==> src/rtl/pic_pkg.sv <==
// Shared types, constants and rotating-priority helpers for the 8-input interrupt sequencer.
package pic_pkg;

  localparam int NUM_IR = 8;
  localparam logic [2:0] SPURIOUS_LEVEL = 3'd7;

  typedef enum logic [2:0] {
    IDLE = 3'd0,
    PEND = 3'd1,
    ACK1 = 3'd2,
    GAP  = 3'd3,
    ACK2 = 3'd4
  } pic_state_t;

  typedef struct packed {
    logic       found;
    logic [2:0] level;
  } rot_res_t;

  // Highest-priority set bit, scanning upward from prio_low+1 with wrap.
  function automatic rot_res_t rot_highest(input logic [7:0] vec, input logic [2:0] prio_low);
    rot_res_t   res;
    logic [2:0] idx;
    res.found = 1'b0;
    res.level = SPURIOUS_LEVEL;
    for (int i = 1; i <= NUM_IR; i++) begin
      idx = prio_low + 3'(i);
      if (!res.found && vec[idx]) begin
        res.found = 1'b1;
        res.level = idx;
      end
    end
    return res;
  endfunction

  // Rank 0 is the highest priority under the current rotation.
  function automatic logic [2:0] prio_rank(input logic [2:0] level, input logic [2:0] prio_low);
    return level - prio_low - 3'd1;
  endfunction

endpackage

==> src/rtl/pic_prio_resolver.sv <==
// Combinational rotating find-first over an 8-bit request vector.
module pic_prio_resolver
  import pic_pkg::*;
(
  input  logic [7:0] i_vec,
  input  logic [2:0] i_prio_low,
  output logic [2:0] o_level,
  output logic       o_found
);

  rot_res_t w_res;

  always_comb begin
    w_res = rot_highest(i_vec, i_prio_low);
  end

  assign o_level = w_res.level;
  assign o_found = w_res.found;

endmodule

==> src/rtl/pic_irq_sequencer.sv <==
// 8259-style interrupt sequencer: IRR capture, rotating priority, two-pulse INTA, EOI retire.
// Optional automatic EOI on the second INTA rise when built with PIC_AEOI_EN.
module pic_irq_sequencer
  import pic_pkg::*;
#(
  parameter int SYNC_STAGES = 2,
  parameter int VEC_HI_W    = 5
) (
  input  logic                clk,
  input  logic                reset,
  input  logic [7:0]          irq,
  input  logic                ltim,
  input  logic [7:0]          imr,
  input  logic                smm,
  input  logic [VEC_HI_W-1:0] vec_base,
  input  logic [2:0]          prio_low,
  input  logic                inta_n,
  input  logic                eoi_valid,
  input  logic                eoi_specific,
  input  logic [2:0]          eoi_level,
`ifdef PIC_AEOI_EN
  input  logic                aeoi,
`endif
  output logic                int_o,
  output logic [7:0]          vec_o,
  output logic                vec_oe,
  output logic [7:0]          irr_o,
  output logic [7:0]          isr_o,
  output logic [2:0]          ack_level,
  output logic [2:0]          dbg_state
);

  logic [SYNC_STAGES-1:0][7:0] r_irq_sync;
  logic [SYNC_STAGES-1:0]      r_inta_sync;
  logic [7:0]                  r_irq_prev;
  logic                        r_inta_prev;

  logic [7:0]  r_irr;
  logic [7:0]  r_isr;
  pic_state_t  r_state;
  logic        r_int;
  logic [7:0]  r_vec;
  logic        r_vec_oe;
  logic [2:0]  r_ack_level;
`ifdef PIC_AEOI_EN
  logic        r_ack_spur;
`endif

  logic [7:0]  w_irq_s;
  logic [7:0]  w_irq_rise;
  logic        w_inta_s;
  logic        w_inta_fall;
  logic        w_inta_rise;
  logic [7:0]  w_cand;
  logic [2:0]  w_win_level;
  logic        w_cand_found;
  logic [2:0]  w_isr_top;
  logic        w_isr_found;
  logic        w_win_valid;
  logic        w_take_ack;
  logic [7:0]  w_ack_bit;
  logic [7:0]  w_isr_clr;
  logic [7:0]  w_isr_next;

  // inta_n chain resets to 1 so a released reset never looks like a falling edge.
  always_ff @(posedge clk or negedge reset) begin
    if (!reset) begin
      r_irq_sync  <= '0;
      r_inta_sync <= '1;
      r_irq_prev  <= '0;
      r_inta_prev <= 1'b1;
    end else begin
      r_irq_sync[0]  <= irq;
      r_inta_sync[0] <= inta_n;
      for (int i = 1; i < SYNC_STAGES; i++) begin
        r_irq_sync[i]  <= r_irq_sync[i-1];
        r_inta_sync[i] <= r_inta_sync[i-1];
      end
      r_irq_prev  <= w_irq_s;
      r_inta_prev <= w_inta_s;
    end
  end

  assign w_irq_s     = r_irq_sync[SYNC_STAGES-1];
  assign w_inta_s    = r_inta_sync[SYNC_STAGES-1];
  assign w_irq_rise  = w_irq_s & ~r_irq_prev;
  assign w_inta_fall = r_inta_prev & ~w_inta_s;
  assign w_inta_rise = ~r_inta_prev & w_inta_s;

  assign w_cand = r_irr & ~imr;

  pic_prio_resolver u_cand_res (
    .i_vec      (w_cand),
    .i_prio_low (prio_low),
    .o_level    (w_win_level),
    .o_found    (w_cand_found)
  );

  pic_prio_resolver u_isr_res (
    .i_vec      (r_isr),
    .i_prio_low (prio_low),
    .o_level    (w_isr_top),
    .o_found    (w_isr_found)
  );

  // Fully nested: winner must outrank every in-service level; special mask: only its own bit blocks.
  always_comb begin
    w_win_valid = 1'b0;
    if (w_cand_found) begin
      if (smm) begin
        w_win_valid = !r_isr[w_win_level];
      end else begin
        w_win_valid = !w_isr_found ||
                      (prio_rank(w_win_level, prio_low) < prio_rank(w_isr_top, prio_low));
      end
    end
  end

  assign w_take_ack = (r_state == PEND) && w_inta_fall && w_win_valid;
  assign w_ack_bit  = w_take_ack ? (8'b1 << w_win_level) : 8'b0;

  always_ff @(posedge clk or negedge reset) begin
    if (!reset) begin
      r_irr <= '0;
    end else if (ltim) begin
      r_irr <= w_irq_s;
    end else begin
      r_irr <= (r_irr | w_irq_rise) & w_irq_s & ~w_ack_bit;
    end
  end

  // A set from the first INTA overrides a same-cycle EOI clear of that bit.
  always_comb begin
    w_isr_clr = '0;
    if (eoi_valid) begin
      if (eoi_specific) begin
        w_isr_clr = 8'b1 << eoi_level;
      end else if (w_isr_found) begin
        w_isr_clr = 8'b1 << w_isr_top;
      end
    end
`ifdef PIC_AEOI_EN
    if (aeoi && (r_state == ACK2) && w_inta_rise && !r_ack_spur) begin
      w_isr_clr = w_isr_clr | (8'b1 << r_ack_level);
    end
`endif
    w_isr_next = (r_isr & ~w_isr_clr) | w_ack_bit;
  end

  always_ff @(posedge clk or negedge reset) begin
    if (!reset) begin
      r_state     <= IDLE;
      r_int       <= 1'b0;
      r_vec       <= '0;
      r_vec_oe    <= 1'b0;
      r_ack_level <= SPURIOUS_LEVEL;
      r_isr       <= '0;
`ifdef PIC_AEOI_EN
      r_ack_spur  <= 1'b0;
`endif
    end else begin
      r_isr <= w_isr_next;
      case (r_state)
        IDLE: begin
          if (w_win_valid) begin
            r_int   <= 1'b1;
            r_state <= PEND;
          end
        end
        PEND: begin
          if (w_inta_fall) begin
            r_int       <= 1'b0;
            r_ack_level <= w_win_valid ? w_win_level : SPURIOUS_LEVEL;
`ifdef PIC_AEOI_EN
            r_ack_spur  <= !w_win_valid;
`endif
            r_state     <= ACK1;
          end else if (!w_win_valid) begin
            r_int   <= 1'b0;
            r_state <= IDLE;
          end
        end
        ACK1: begin
          if (w_inta_rise) r_state <= GAP;
        end
        GAP: begin
          if (w_inta_fall) begin
            r_vec    <= {vec_base, r_ack_level};
            r_vec_oe <= 1'b1;
            r_state  <= ACK2;
          end
        end
        ACK2: begin
          if (w_inta_rise) begin
            r_vec    <= '0;
            r_vec_oe <= 1'b0;
            r_state  <= IDLE;
          end
        end
        default: r_state <= IDLE;
      endcase
    end
  end

  assign int_o     = r_int;
  assign vec_o     = r_vec;
  assign vec_oe    = r_vec_oe;
  assign irr_o     = r_irr;
  assign isr_o     = r_isr;
  assign ack_level = r_ack_level;
  assign dbg_state = r_state;

endmodule

==> config.mk <==
export PLATFORM = sky130hd
export DESIGN_NAME = pic_irq_sequencer
export DESIGN_NICKNAME = d
export VERILOG_FILES = /design/src/rtl/pic_pkg.sv /design/src/rtl/pic_prio_resolver.sv /design/src/rtl/pic_irq_sequencer.sv
export SDC_FILE = /design/constraint.sdc
export NUM_CORES = 1
export LEC_CHECK = 0
export CORE_AREA = 5 5 114 116
export DETAILED_ROUTE_END_ITERATION = 12
export DIE_AREA = 0 0 119 121
export MAX_ROUTING_LAYER = met4
export SYNTH_ARGS = -nofsm -noshare
export SYNTH_HDL_FRONTEND = slang
export SYNTH_HIERARCHICAL = 1
export SYNTH_SLANG_ARGS = --single-unit
==> constraint.sdc <==
create_clock -name clk -period 8 [get_ports clk]
set_input_delay 2.4 -clock clk [delete_from_list [all_inputs] [get_ports clk]]
set_output_delay 2.4 -clock clk [all_outputs]
set_load 0.01 [all_outputs]
# == Word level (Yosys, flattened, before mapping) ==
# Cells that the tools add are included.
# totals
reg_bits,59
wordCells,175
out_inout_bits,32
# classes
bitwise,15
mux,75
reduce_logical,40
add_sub_neg,11
n_shift,3
eq_ne,9
order_cmp,10
# ops
cell,n
$mux W4,16
$mux W8,7
$bmux W1 S3,17
$and A8 B8 Y8,5
$lt A3 B4 Y1 const B,9
$not A8 Y8,4
$mux W1,24
$shl A1 B3 Y8 const A,3
$mux W3,7
$logic_and A1 B1 Y1,16
$logic_not A1 Y1,16
$or A8 B8 Y8,2
$pmux W8 S2,1
$pmux W3 S5,1
$add A3 B3 Y3 const B,4
$ne A2 B2 Y1 const B,4
$add A3 B2 Y3 const B,2
$eq A3 B2 Y1 const B,2
$reduce_and A3 Y1,2
$sub A3 B1 Y3 const B,2
$sub A3 B3 Y3,2
$reduce_and A5 Y1,1
$pmux W1 S2,2
$reduce_bool A2 Y1,2
other kinds (10),12

# == Depth between registers and ports, before layout ==
# logic_depth
word_depth,37
depth_mapped,24

# == By module ==
# The synthesis kept the hierarchy.
# modules_own_cells
module,area_per_inst_um2,cells_per_inst,n_inst
pic_irq_sequencer,2508.7,216,1
pic_prio_resolver,991.0,109,2

# == Least setup slack after synthesis ==
# OpenSTA, ideal clock, no wires.
# synth_path
path_type,input to register
from,input prio_low[1]
to,"register r_isr[3], in the netlist isr_o[3]"
path_slack_ps,982
cell_stages,23
arrival_time_ps,6898
n_path_buf,6
setup_time_ps,120
required_time_ps,7880
path_cell_list,buf_6 -> buf_2 -> inv_1 -> ha_1 -> buf_4 -> buf_2 -> mux4_2 -> mux2_4 -> nand2_2 -> o22ai_1 -> or3_1 -> o31ai_1 -> inv_1 -> fa_1 -> xor2_1 -> xnor2_1 -> ha_1 -> o211ai_1 -> o32a_1 -> buf_6 -> and2_4 -> buf_6 -> a41o_1
# synth_via
elab_chain_len,34
word_cells_on_any_way,105
# synth_rtl
element,line_no,source
from (decl),pic_irq_sequencer.sv:16,"input logic [2:0] prio_low,"
$add A3 B1 Y3,pic_pkg.sv:27,idx = prio_low + 3'(i);
$bmux W1 S3,pic_pkg.sv:28,if (!res.found && vec[idx]) begin
$mux W1 (implied by the code),pic_pkg.sv:28,
$mux W4,pic_pkg.sv:28,
$logic_not A1 Y1,pic_pkg.sv:28,
$logic_and A1 B1 Y1,pic_pkg.sv:28,
$mux W4,pic_pkg.sv:28,
$logic_not A1 Y1,pic_pkg.sv:28,
[... 17 more ...],-,
named net w_isr_top[1],pic_irq_sequencer.sv:57,logic [2:0] w_isr_top;
[... 2 more ...],-,
$lt A3 B3 Y1,pic_irq_sequencer.sv:114,"(prio_rank(w_win_level, prio_low) < prio_rank(w_isr_top, prio_low));"
$logic_or A1 B1 Y1,pic_irq_sequencer.sv:113,w_win_valid = !w_isr_found ||
$mux W1,pic_irq_sequencer.sv:110,if (smm) begin
$mux W1,pic_irq_sequencer.sv:109,if (w_cand_found) begin
$logic_and A1 B1 Y1,pic_irq_sequencer.sv:119,assign w_take_ack = (r_state == PEND) && w_inta_fall && w_win_valid;
$mux W8,pic_irq_sequencer.sv:120,assign w_ack_bit = w_take_ack ? (8'b1 << w_win_level) : 8'b0;
$or A8 B8 Y8 *,pic_irq_sequencer.sv:147,w_isr_next = (r_isr & ~w_isr_clr) | w_ack_bit;
named net w_isr_next[3],pic_irq_sequencer.sv:63,logic [7:0] w_isr_next;
to (signal assigned),pic_irq_sequencer.sv:162,r_isr <= w_isr_next;
to (decl),pic_irq_sequencer.sv:39,logic [7:0] r_isr;
# Mark *: on every way through the listed nets, which the timed path passes. The rest lies on a longest branch. The select of a mux whose other input is x is not followed.
# A chain may end at the register's enable or synchronous reset.

# == Final worst setup path ==
# layout_path
from,input prio_low[1]
to,"register r_isr[0], in the netlist isr_o[0]"
# layout_via
elab_chain_len,34
word_cells_on_any_way,105
# layout_rtl
element,line_no,source
$add A3 B1 Y3,pic_pkg.sv:27,
$bmux W1 S3,pic_pkg.sv:28,
$mux W1 (implied by the code),pic_pkg.sv:28,
$mux W4,pic_pkg.sv:28,
$logic_not A1 Y1,pic_pkg.sv:28,
$logic_and A1 B1 Y1,pic_pkg.sv:28,
$mux W4,pic_pkg.sv:28,
$logic_not A1 Y1,pic_pkg.sv:28,
[... 17 more ...],-,
named net w_win_level[1],pic_irq_sequencer.sv:55,logic [2:0] w_win_level;
[... 2 more ...],-,
$lt A3 B3 Y1,pic_irq_sequencer.sv:114,
$logic_or A1 B1 Y1,pic_irq_sequencer.sv:113,
$mux W1,pic_irq_sequencer.sv:110,
$mux W1,pic_irq_sequencer.sv:109,
$logic_and A1 B1 Y1,pic_irq_sequencer.sv:119,
$mux W8 *,pic_irq_sequencer.sv:120,
$or A8 B8 Y8 *,pic_irq_sequencer.sv:147,
named net w_isr_next[0],pic_irq_sequencer.sv:63,
# Marked as above.

==> metrics.md <==
| Metric | Value |
|---|---|
| Run status | `completed` |
| Comb pwr share | `0.512` |
| CP required | `8210 ps` |
| Worst-path clk slew | `50 ps` |
| First-pass GRT wire length | `19.2 mm` |
| Min Tclk post-route | `7560 ps` |
| Static Leakage | `0.00228 µW` |
| MaxCap Viol Count | `0` |
| Post-Syn Nets | `478` |
| Post-synth EDFFs | `0` |
| Synthesized area per cell | `10.3 µm²` |
| Crit end category | `flop` |
| Routed WL | `11.6 mm` |
| Clock root cell | `clkbuf_16` |
| Largest net degree at the start of global routing | `60` |
| Final setup fails | `0` |
| Crit path DAT | `7770 ps` |
| Synth Instances | `434` |
| Post-CTS Hold Buffers | `0` |
| Worst-Margin Slew | `804 ps` |
| H-Tree Depth | `3` |
| # resized after CTS | `0` |
| Main combinational cell family by area after synthesis | `multiplexers` |
| Post-synthesis sequential area ratio | `0.330` |
| Layout cells sized above 1 | `0.168` |
| Aggregate global routing overflow | `0` |
| Complex-gate fraction of the synthesized area | `0.154` |
| Area Overhead vs Synth | `23.2%` |
| Yosys reg bits | `59` |
| Distinct cells, synth | `54` |
| RSZ-0062 raised after global routing | `false` |
| Total core area | `11800 µm²` |
| Simple-Gate Fraction of Synth Area | `0.164` |
| Synth warn | `6` |
| NetSw | `629 µW` |
| Antenna diode count | `0` |
| Post-route cell area | `5530 µm²` |
| Final net count | `545` |
| Maximum clock rate | `0.132 GHz` |
| DP Area | `5260 µm²` |
| Hold Fails Final Rpt | `0` |
| Pwr Density | `292 nW/µm²` |
| Post-route setup slack | `439 ps` |
| Dpl ws | `-115 ps` |
| Area of the mapped netlist | `4490 µm²` |
| Final Skew | `4.85 ps` |
| Initial DRC Count | `161` |
| # DRC | `0` |
| Skew-Pair Late Insertion Delay | `320 ps` |
| Fin crit share | `0.945` |
| Largest stage delay, worst path | `630 ps` |
| Final setup TNS | `0 ps` |
| Inserted Clock Buffers | `9` |
| Wire per inst | `17.8 µm` |
| Critical path class | `in2reg` |
| Vias in the first global route | `3844` |
| Slowest cell on the critical path | `o31ai_2` |
| Io pins | `66` |
| Clk network pwr share | `0.205` |
| Crit path cell chain | `clkdlybuf4s50_1 -> inv_1 -> ha_1 -> mux2i_1 -> mux4_2 -> nand2_2 -> o22ai_1 -> or3_1 -> o31ai_2 -> inv_1 -> fa_1 -> xnor2_1 -> xnor2_1 -> ha_1 -> o211ai_1 -> o32a_1 -> nand2_1 -> o31ai_1` |
| Die width | `119 µm` |
| Max-slew headroom | `0.462` |
| Ys async rst share | `1.00` |
| Initial antenna violation count | `0` |
| Vias per Instance | `5.81` |
| Mux contribution to synthesized area | `0.242` |
| Final ANT Viol Nets | `0` |
| Post-CTS setup buffer count | `0` |
| Post-Synth Adder-Cell Area | `0.0312` |
| Int Pwr | `986 µW` |
| Crit path launch type | `input pin` |
| Switching share of power | `0.389` |
| Synth Flop Type | `dfrtp_1` |
| Total GRT Usage | `0.168` |
| Detailed placement HPWL | `8.70 mm` |
| Final Total Pwr | `1610 µW` |
| Clock sinks | `59` |
| Die Y | `121 µm` |
| DR pass1 iterations | `5` |
| Die footprint | `14400 µm²` |
| VDD IR max | `0.186 mV` |
| Post-Synth XOR/XNOR Area | `0.0176` |
| Buffers on Ports | `65` |
| Core Rows | `40` |
| Final GP Congestion | `0.916` |
| Slew Viols, Final | `0` |
| Initial Utilization | `0.380` |
| Clock buffer depth | `2` |
| CTS tree | `done` |
| CP Max Fanout | `11` |
| Min Hold Slack | `345 ps` |
| Sequential Power Share | `0.283` |
| Via count | `3789` |
| Min-delay worst type | `reg2reg` |
## per-layer routing
metal | part of all wire | up-vias | GRT usage
li1 | - | 1764 | -
met1 | 0.43 | 1865 | 0.217
met2 | 0.49 | 140 | 0.277
met3 | 0.054 | 20 | 0.0191
met4 | 0.019 | 0 | 0.0536
met5 | 0 | - | -
## per-stage QoR
step | util | cells
detailed placement | 0.445 | 637
floorplan | - | 434
global route | 0.468 | 652
global placement | 0.445 | 637
finish | 0.468 | 652
CTS | 0.467 | 652
## worst max-delay path: cells and delay by family
family	cells	cell delay (ps)
XOR/XNOR	2	360
AO/OA/AOI/OAI	5	1530
adder cells (fa/ha/maj)	3	1280
buffers and inverters	3	760
multiplexers	2	770
AND/OR/NAND/NOR	3	670
## cells in the final DEF, fill, tap and decap left out, types with 12 or more instances in the layout
master / netlist / final
clkdlybuf4s50_1: 0 / 63
dfrtp_1: 53 / 53
nand2_1: 40 / 40
mux4_2: 31 / 31
nor2_1: 26 / 26
mux2i_1: 26 / 26
inv_1: 22 / 22
nor2b_1: 20 / 20
buf_4: 2 / 18
o21ai_0: 14 / 14
o31ai_1: 15 / 13
nand2b_1: 12 / 12
a31oi_1: 12 / 12
## cell usage after synthesis, types with 3 or more instances
| cell | count | share of area |
|---|---|---|
| o22ai_1 | 8 | 0.011 |
| nand3_1 | 9 | 0.010 |
| a31oi_1 | 12 | 0.017 |
| nand2_2 | 4 | 0.0056 |
| nor2_1 | 26 | 0.022 |
| a32oi_1 | 4 | 0.0078 |
| a22oi_1 | 4 | 0.0067 |
| dfrtp_1 | 53 | 0.30 |
| nand2_1 | 40 | 0.033 |
| nand2b_1 | 12 | 0.017 |
| buf_6 | 10 | 0.025 |
| nor2b_1 | 20 | 0.028 |
| o31ai_1 | 15 | 0.025 |
| buf_2 | 8 | 0.0089 |
| mux2_2 | 4 | 0.010 |
| o21ai_0 | 14 | 0.016 |
| a211oi_1 | 3 | 0.0050 |
| nand3b_1 | 6 | 0.010 |
| mux4_2 | 31 | 0.16 |
| a22o_1 | 9 | 0.018 |
| and2_1 | 6 | 0.0084 |
| a41oi_1 | 3 | 0.0059 |
| nor4_1 | 5 | 0.0070 |
| a21oi_1 | 9 | 0.010 |
| dfstp_2 | 6 | 0.035 |
| clkbuf_1 | 5 | 0.0042 |
| xnor2_1 | 5 | 0.0098 |
| ha_1 | 8 | 0.022 |
| nor3_1 | 8 | 0.0089 |
| inv_1 | 22 | 0.018 |
| mux2i_1 | 26 | 0.058 |
| xor2_1 | 4 | 0.0078 |
| o32ai_1 | 4 | 0.0078 |
## cell type report
cell class	count	area [µm²]
fill	1100	6280
multi-input combinational	326	2750
sequential	59	1480
timing repair buffer	83	776
clock buffer	12	246
tap	147	184
inverter	22	82.6
clock inverter	3	15.0
## flip-flops by register name (all words and copies together) (netlist names)
register and flops:
ack_level 3, dbg_state 3, int_o 1, irr_o 8
isr_o 8, r_inta_prev 1, r_inta_sync 2, r_irq_prev 8
r_irq_sync 8, vec_o 8, vec_oe 1, w_irq_s 8
## power by group through the flow
stage / sequential (µW) / combinational (µW) / clock [µW]
2_1_floorplan: 450 / 548 / 0
3_3_place_gp: 459 / 806 / 0
3_5_place_dp: 459 / 815 / 0
4_1_cts: 456 / 821 / 337
5_1_grt: 468 / 900 / 350
6_report: 456 / 827 / 331
## kinds of logic (layout without fill, tap and decap cells)
| family | after synthesis | after routing |
|---|---|---|
| buffers and inverters | 49 | 120 |
| DFF | 59 | 59 |
| muxes | 65 | 65 |
| and+or+nand+nor | 144 | 144 |
| AOI/OAI and AO/OA | 98 | 98 |
| adders and majority gates | 10 | 10 |
| xor gates and xnor gates | 9 | 9 |
## final timing paths
kind / from / end / slack (ps) / cells past startpoint
worst max register to register: irr_o[3] / isr_o[0] / 2700 / 16
worst min register to register: r_irq_sync[6] / w_irq_s[6] / 340 / 0
min in group asynchronous: reset / r_irq_sync[0] / 2210 / 2
worst max-delay path: prio_low[1] / isr_o[0] / 440 / 18
worst min-delay path: r_irq_sync[6] / w_irq_s[6] / 340 / 0
max in group asynchronous: reset / isr_o[6] / 5310 / 2
Power figures use the tool's default switching activity.
